File: config.mk
export PLATFORM = sky130hd
export DESIGN_NAME = rot_shift_sequencer_flat
export DESIGN_NICKNAME = d
export VERILOG_FILES = /design/src/rtl/rot_shift_sequencer_if.sv /design/src/rtl/rot_shift_sequencer.sv /design/src/flat_wrapper.sv
export SDC_FILE = /design/constraint.sdc
export NUM_CORES = 1
export LEC_CHECK = 0
export ABC_AREA = 1
export CAP_MARGIN = 20
export CORE_UTILIZATION = 45
export CTS_CLUSTER_SIZE = 8
export DETAILED_ROUTE_END_ITERATION = 10
export MAX_ROUTING_LAYER = met4
export PLACE_DENSITY = 0.83
export SYNTH_ARGS = -nofsm -noshare
export SYNTH_HDL_FRONTEND = slang
export SYNTH_SLANG_ARGS = --single-unit
File: constraint.sdc
create_clock -name clock -period 2.1 [get_ports clock]
set_input_delay 0.42 -clock clock [delete_from_list [all_inputs] [get_ports clock]]
set_output_delay 0.42 -clock clock [all_outputs]
set_load 0.005 [all_outputs]
File: src/rtl/rot_shift_sequencer_if.sv
// rtl/rot_shift_sequencer_if.sv - request/result bundle between control unit and rotate/shift sequencer
interface rot_shift_sequencer_if #(
  parameter int WIDTH = 32
);
  logic             start;
  logic [2:0]       op;
  logic [WIDTH-1:0] a_in;
  logic [WIDTH-1:0] b_in;
  logic             ready;
  logic             busy;
  logic             done;
  logic [WIDTH-1:0] result;

  modport master (
    output start, op, a_in, b_in,
    input  ready, busy, done, result
  );

  modport slave (
    input  start, op, a_in, b_in,
    output ready, busy, done, result
  );
endinterface

File: src/rtl/rot_shift_sequencer.sv
// rtl/rot_shift_sequencer.sv - iterative one-bit-per-clock ROL/ROR/SHL/SHR/SHRA unit
module rot_shift_sequencer #(
  parameter int WIDTH = 32,
  parameter int CNT_W = 5
) (
  input logic                  clock,
  input logic                  clear,
  rot_shift_sequencer_if.slave bus
);

  localparam logic [1:0] S_IDLE = 2'd0;
  localparam logic [1:0] S_RUN  = 2'd1;
  localparam logic [1:0] S_DONE = 2'd2;

  localparam logic [2:0] OP_ROL  = 3'd0;
  localparam logic [2:0] OP_ROR  = 3'd1;
  localparam logic [2:0] OP_SHL  = 3'd2;
  localparam logic [2:0] OP_SHR  = 3'd3;
  localparam logic [2:0] OP_SHRA = 3'd4;

  logic [1:0]       state;
  logic [WIDTH-1:0] acc;
  logic [CNT_W-1:0] count;
  logic [2:0]       op_r;
  logic [WIDTH-1:0] acc_step;
  logic             op_valid;
  logic             unused_b_hi;

  // Only the low CNT_W bits of the amount matter: counts are taken mod WIDTH.
  assign unused_b_hi = ^bus.b_in[WIDTH-1:CNT_W];
  assign op_valid    = (op_r <= OP_SHRA);

  always_comb begin
    acc_step = acc;
    case (op_r)
      OP_ROL:  acc_step = {acc[WIDTH-2:0], acc[WIDTH-1]};
      OP_ROR:  acc_step = {acc[0], acc[WIDTH-1:1]};
      OP_SHL:  acc_step = {acc[WIDTH-2:0], 1'b0};
      OP_SHR:  acc_step = {1'b0, acc[WIDTH-1:1]};
      OP_SHRA: acc_step = {acc[WIDTH-1], acc[WIDTH-1:1]};
      default: acc_step = acc;
    endcase
  end

  always_ff @(posedge clock or posedge clear) begin
    if (clear) begin
      state <= S_IDLE;
      acc   <= '0;
      count <= '0;
      op_r  <= '0;
    end else begin
      case (state)
        S_IDLE, S_DONE: begin
          // DONE also accepts a start so back-to-back issue costs no bubble.
          if (bus.start) begin
            acc   <= bus.a_in;
            count <= bus.b_in[CNT_W-1:0];
            op_r  <= bus.op;
            state <= S_RUN;
          end else begin
            state <= S_IDLE;
          end
        end
        S_RUN: begin
          if ((count != '0) && op_valid) begin
            acc   <= acc_step;
            count <= count - 1'b1;
          end else begin
            state <= S_DONE;
          end
        end
        default: state <= S_IDLE;
      endcase
    end
  end

  assign bus.result = acc;
  assign bus.busy   = (state == S_RUN);
  assign bus.ready  = !bus.busy;
  assign bus.done   = (state == S_DONE);

endmodule

File: src/flat_wrapper.sv
// flat-port wrapper written by rule: the top's interface ports become plain ports
module rot_shift_sequencer_flat 
#(
  parameter int WIDTH = 32,
  parameter int CNT_W = 5
)
  (clock, clear, bus_start, bus_op, bus_a_in, bus_b_in, bus_ready, bus_busy, bus_done, bus_result);
  rot_shift_sequencer_if #(.WIDTH(WIDTH)) bus_i ();
  input logic clock;
  input logic clear;
  input wire logic [$bits(bus_i.start)-1:0] bus_start;
  input wire logic [$bits(bus_i.op)-1:0] bus_op;
  input wire logic [$bits(bus_i.a_in)-1:0] bus_a_in;
  input wire logic [$bits(bus_i.b_in)-1:0] bus_b_in;
  output wire logic [$bits(bus_i.ready)-1:0] bus_ready;
  output wire logic [$bits(bus_i.busy)-1:0] bus_busy;
  output wire logic [$bits(bus_i.done)-1:0] bus_done;
  output wire logic [$bits(bus_i.result)-1:0] bus_result;
  assign bus_i.start = bus_start;
  assign bus_i.op = bus_op;
  assign bus_i.a_in = bus_a_in;
  assign bus_i.b_in = bus_b_in;
  assign bus_ready = bus_i.ready;
  assign bus_busy = bus_i.busy;
  assign bus_done = bus_i.done;
  assign bus_result = bus_i.result;
  rot_shift_sequencer #(.WIDTH(WIDTH), .CNT_W(CNT_W)) u_core (.clock(clock), .clear(clear), .bus(bus_i));
endmodule
==> run_results.csv <==
group,metric,value,unit
timing,fin_skew,0.00438,ns
synthesis,synth.avg_cell_area,7.06,sq um
global_route,first_global_vias,2417,
cts,cts_max_level,2,
placed_design,numPortBuffers,77,
setup_path,critPathLaunchType,"register",
timing,period_share,0.933,
timing,min_period,1.96,ns
synthesis,yosysWarnings,0,
global_route,grt_overflow,0,
cts,clk_pin_slew,0.08,ns
placed_design,dp_hpwl,4350,microns
global_route,grt_max_degree,43,
synthesis,synthMuxAreaShare,0,
synthesis,syn-num-nets,433,
layout,syn2layout_area_growth,34.8,%
layout,multiInputGateArea,1320,sq um
layout,n_antenna_cell,0,
cts,ctsResizeCount,0,
setup_path,cp.required,1.68,ns
cts,clockBufferDepth,2,
run,maxCapViolCount,0,
cts,numCtsBuffers,5,
global_route,grt_pass1_wl,11000,microns
setup_path,path_max_fanout,7,
synthesis,synthXorXnorAreaFrac,0,
timing,grt_setup_unrepaired,"no",
floorplan,dieWidth,77.4,microns
status,outcome,"finished clean",
synthesis,syn_inst,362,
pwr,p_leak,1.64,nW
cts,cts_tree,"yes",
timing,setup_viol,0,
min_path,hp-class,"register to register",
timing,worstMarginPinSlew,0.579,ns
synthesis,synth_fa_ha_area_frac,0.00489,
pwr,ir_drop,0.719,mV
drt,finalWirelength,6560,microns
global_route,track_usage,0.234,
layout,seq_area,1050,sq um
floorplan,core_area,5510,sq um
setup_path,cp.arrival,1.54,ns
drt,routedWlPerCell,13.0,microns
drt,dr.first_iter.drc_count,224,
timing,fin_setup_tns,0,ns
cts,postCtsSetupBuffers,0,
synthesis,synthesis.area,2560,sq um
layout,drive_above_1_share,0.125,
floorplan,start_util,0.464,
floorplan,die_h,77.4,microns
timing,max_freq,511,MHz
placed_design,place.gp.congestion,0.813,
synthesis,synth-compound-area-share,0.0289,
synthesis,yosysUniqueCellTypes,21,
global_route,grt_antenna_before_repair,0,
timing,hold_viol,0,
setup_path,critPathCaptureType,"primary output",
setup_path,critical_path_class,"register to primary output",
drt,route.detailed.drc,0,
timing,maxSlewViolCount,0,
floorplan,pin_count,105,
floorplan,num_rows,27,
drt,first_pass_iters,4,
drt,vias_per_cell,5.31,
layout,nFillCells,478,
cts,clkLatencyLatePin,0.29,ns
pwr,powerDensity,1690,nW/um^2
synthesis,synth-simple-area-share,0.481,
synthesis,ys_seq_area_frac,0.411,
synthesis,ys_ff_latch,42,
layout,finalNetCount,502,
cts,cts-root-buf,"clkbuf_8",
cts,cts_hold_buf,0,
drt,via_count,2675,
floorplan,die-area,5990,sq um
synthesis,synth_top_family_by_area,"simple AND/OR/NAND/NOR gates",
cts,cts.sinks,42,
timing,max_slew_margin,0.613,
timing,hold_slack,0.503,ns
drt,ant_nets,0,
[final timing paths]
check                      cells after the start            start                     to  slack (ns)
max                                            4  u_core.state[1]               bus_busy        0.14
min                                            2  u_core.count[4]        u_core.count[4]        0.50
max reg2reg                                    8  u_core.count[0]  u_core.bus.result[28]        0.34
min reg2reg                                    2  u_core.count[4]        u_core.count[4]        0.50
max in group asynchronous                      3            clear        u_core.count[0]        1.17
min in group asynchronous                      3            clear  u_core.bus.result[23]        0.55
[area by class of cell]
class	count	share of cell area
sequential	42	0.305
tap	72	0.0261
multi-input combinational	281	0.382
inverter	14	0.0152
timing repair buffer	87	0.245
clock inverter	1	0.00145
clock buffer	7	0.0250
[state kept, by name, indices dropped and copies added (netlist names)]
signal,cells
u_core.op_r,3
u_core.bus.result,32
u_core.state,2
u_core.count,5
[power breakdown]
group          internal [mW]  leakage (nW)  switching (mW)
registers               1.24         0.512           0.444
clock network          0.266        0.0482           0.282
logic                   1.62          1.08            1.96
total                   3.13          1.64            2.69
[cells in the final DEF (no fill, tap or decap), drive strengths merged]
cell,instances
a21boi,1
a21oi,2
buf,10
clkbuf,7
clkdlybuf4s50,77
clkinv,2
dfrtp,42
ha,1
inv,13
nand2,129
nand3,97
nand3b,1
nand4,2
nor2,7
o21ai,9
or2,32
[worst max-delay path, cell delays in order (launching register included)]
cell	delay (ns)
dfrtp_1	0.37
inv_1	0.06
nand2_1	0.11
inv_2	0.17
clkdlybuf4s50_1	0.53
[per-stage QoR]
stage / cell area [sq um] / utilization / std cells / setup slack, ns / power, mW
6_report: 3450 / 0.626 / 504 / 0.142 / 5.81
3_3_place_gp: 3360 / 0.610 / 496 / 0.318 / 5.13
3_5_place_dp: 3360 / 0.610 / 496 / 0.247 / 5.25
2_1_floorplan: 2560 / - / 362 / 0.706 / 4.03
5_1_grt: 3450 / 0.626 / 504 / 0.0281 / 6.35
4_1_cts: 3450 / 0.626 / 504 / 0.124 / 5.81
[kinds of logic after synthesis]
group                    after synthesis
flip-flops                            42
AND/OR/NAND/NOR                      268
buffers and inverters                 39
adder cells (fa/ha/maj)                1
AO/OA/AOI/OAI                         12
[synth_stat cells]
cell,n,area share
inv_1,12,0.018
dfrtp_1,42,0.41
clkbuf_1,6,0.0088
nand2_4,1,0.0044
nand2_1,127,0.19
or2_2,31,0.076
nand2_2,1,0.0024
inv_2,2,0.0029
o21ai_4,1,0.0064
a21boi_0,1,0.0029
buf_6,3,0.013
o21ai_0,8,0.016
ha_1,1,0.0049
a21oi_1,2,0.0039
or2_1,1,0.0024
nor2_1,7,0.010
buf_2,16,0.031
nand3b_1,1,0.0029
nand3_1,96,0.19
nand3_2,1,0.0039
nand4_1,2,0.0049
[routing by layer]
layer	GRT usage	vias up	routed length [microns]
met1	0.312	1259	3010
met3	0.0506	8	409
met4	0.0679	0	59
met2	0.359	97	3080
li1	-	1311	-
met5	-	-	0
No activity file was read; power rests on OpenSTA's default activity.
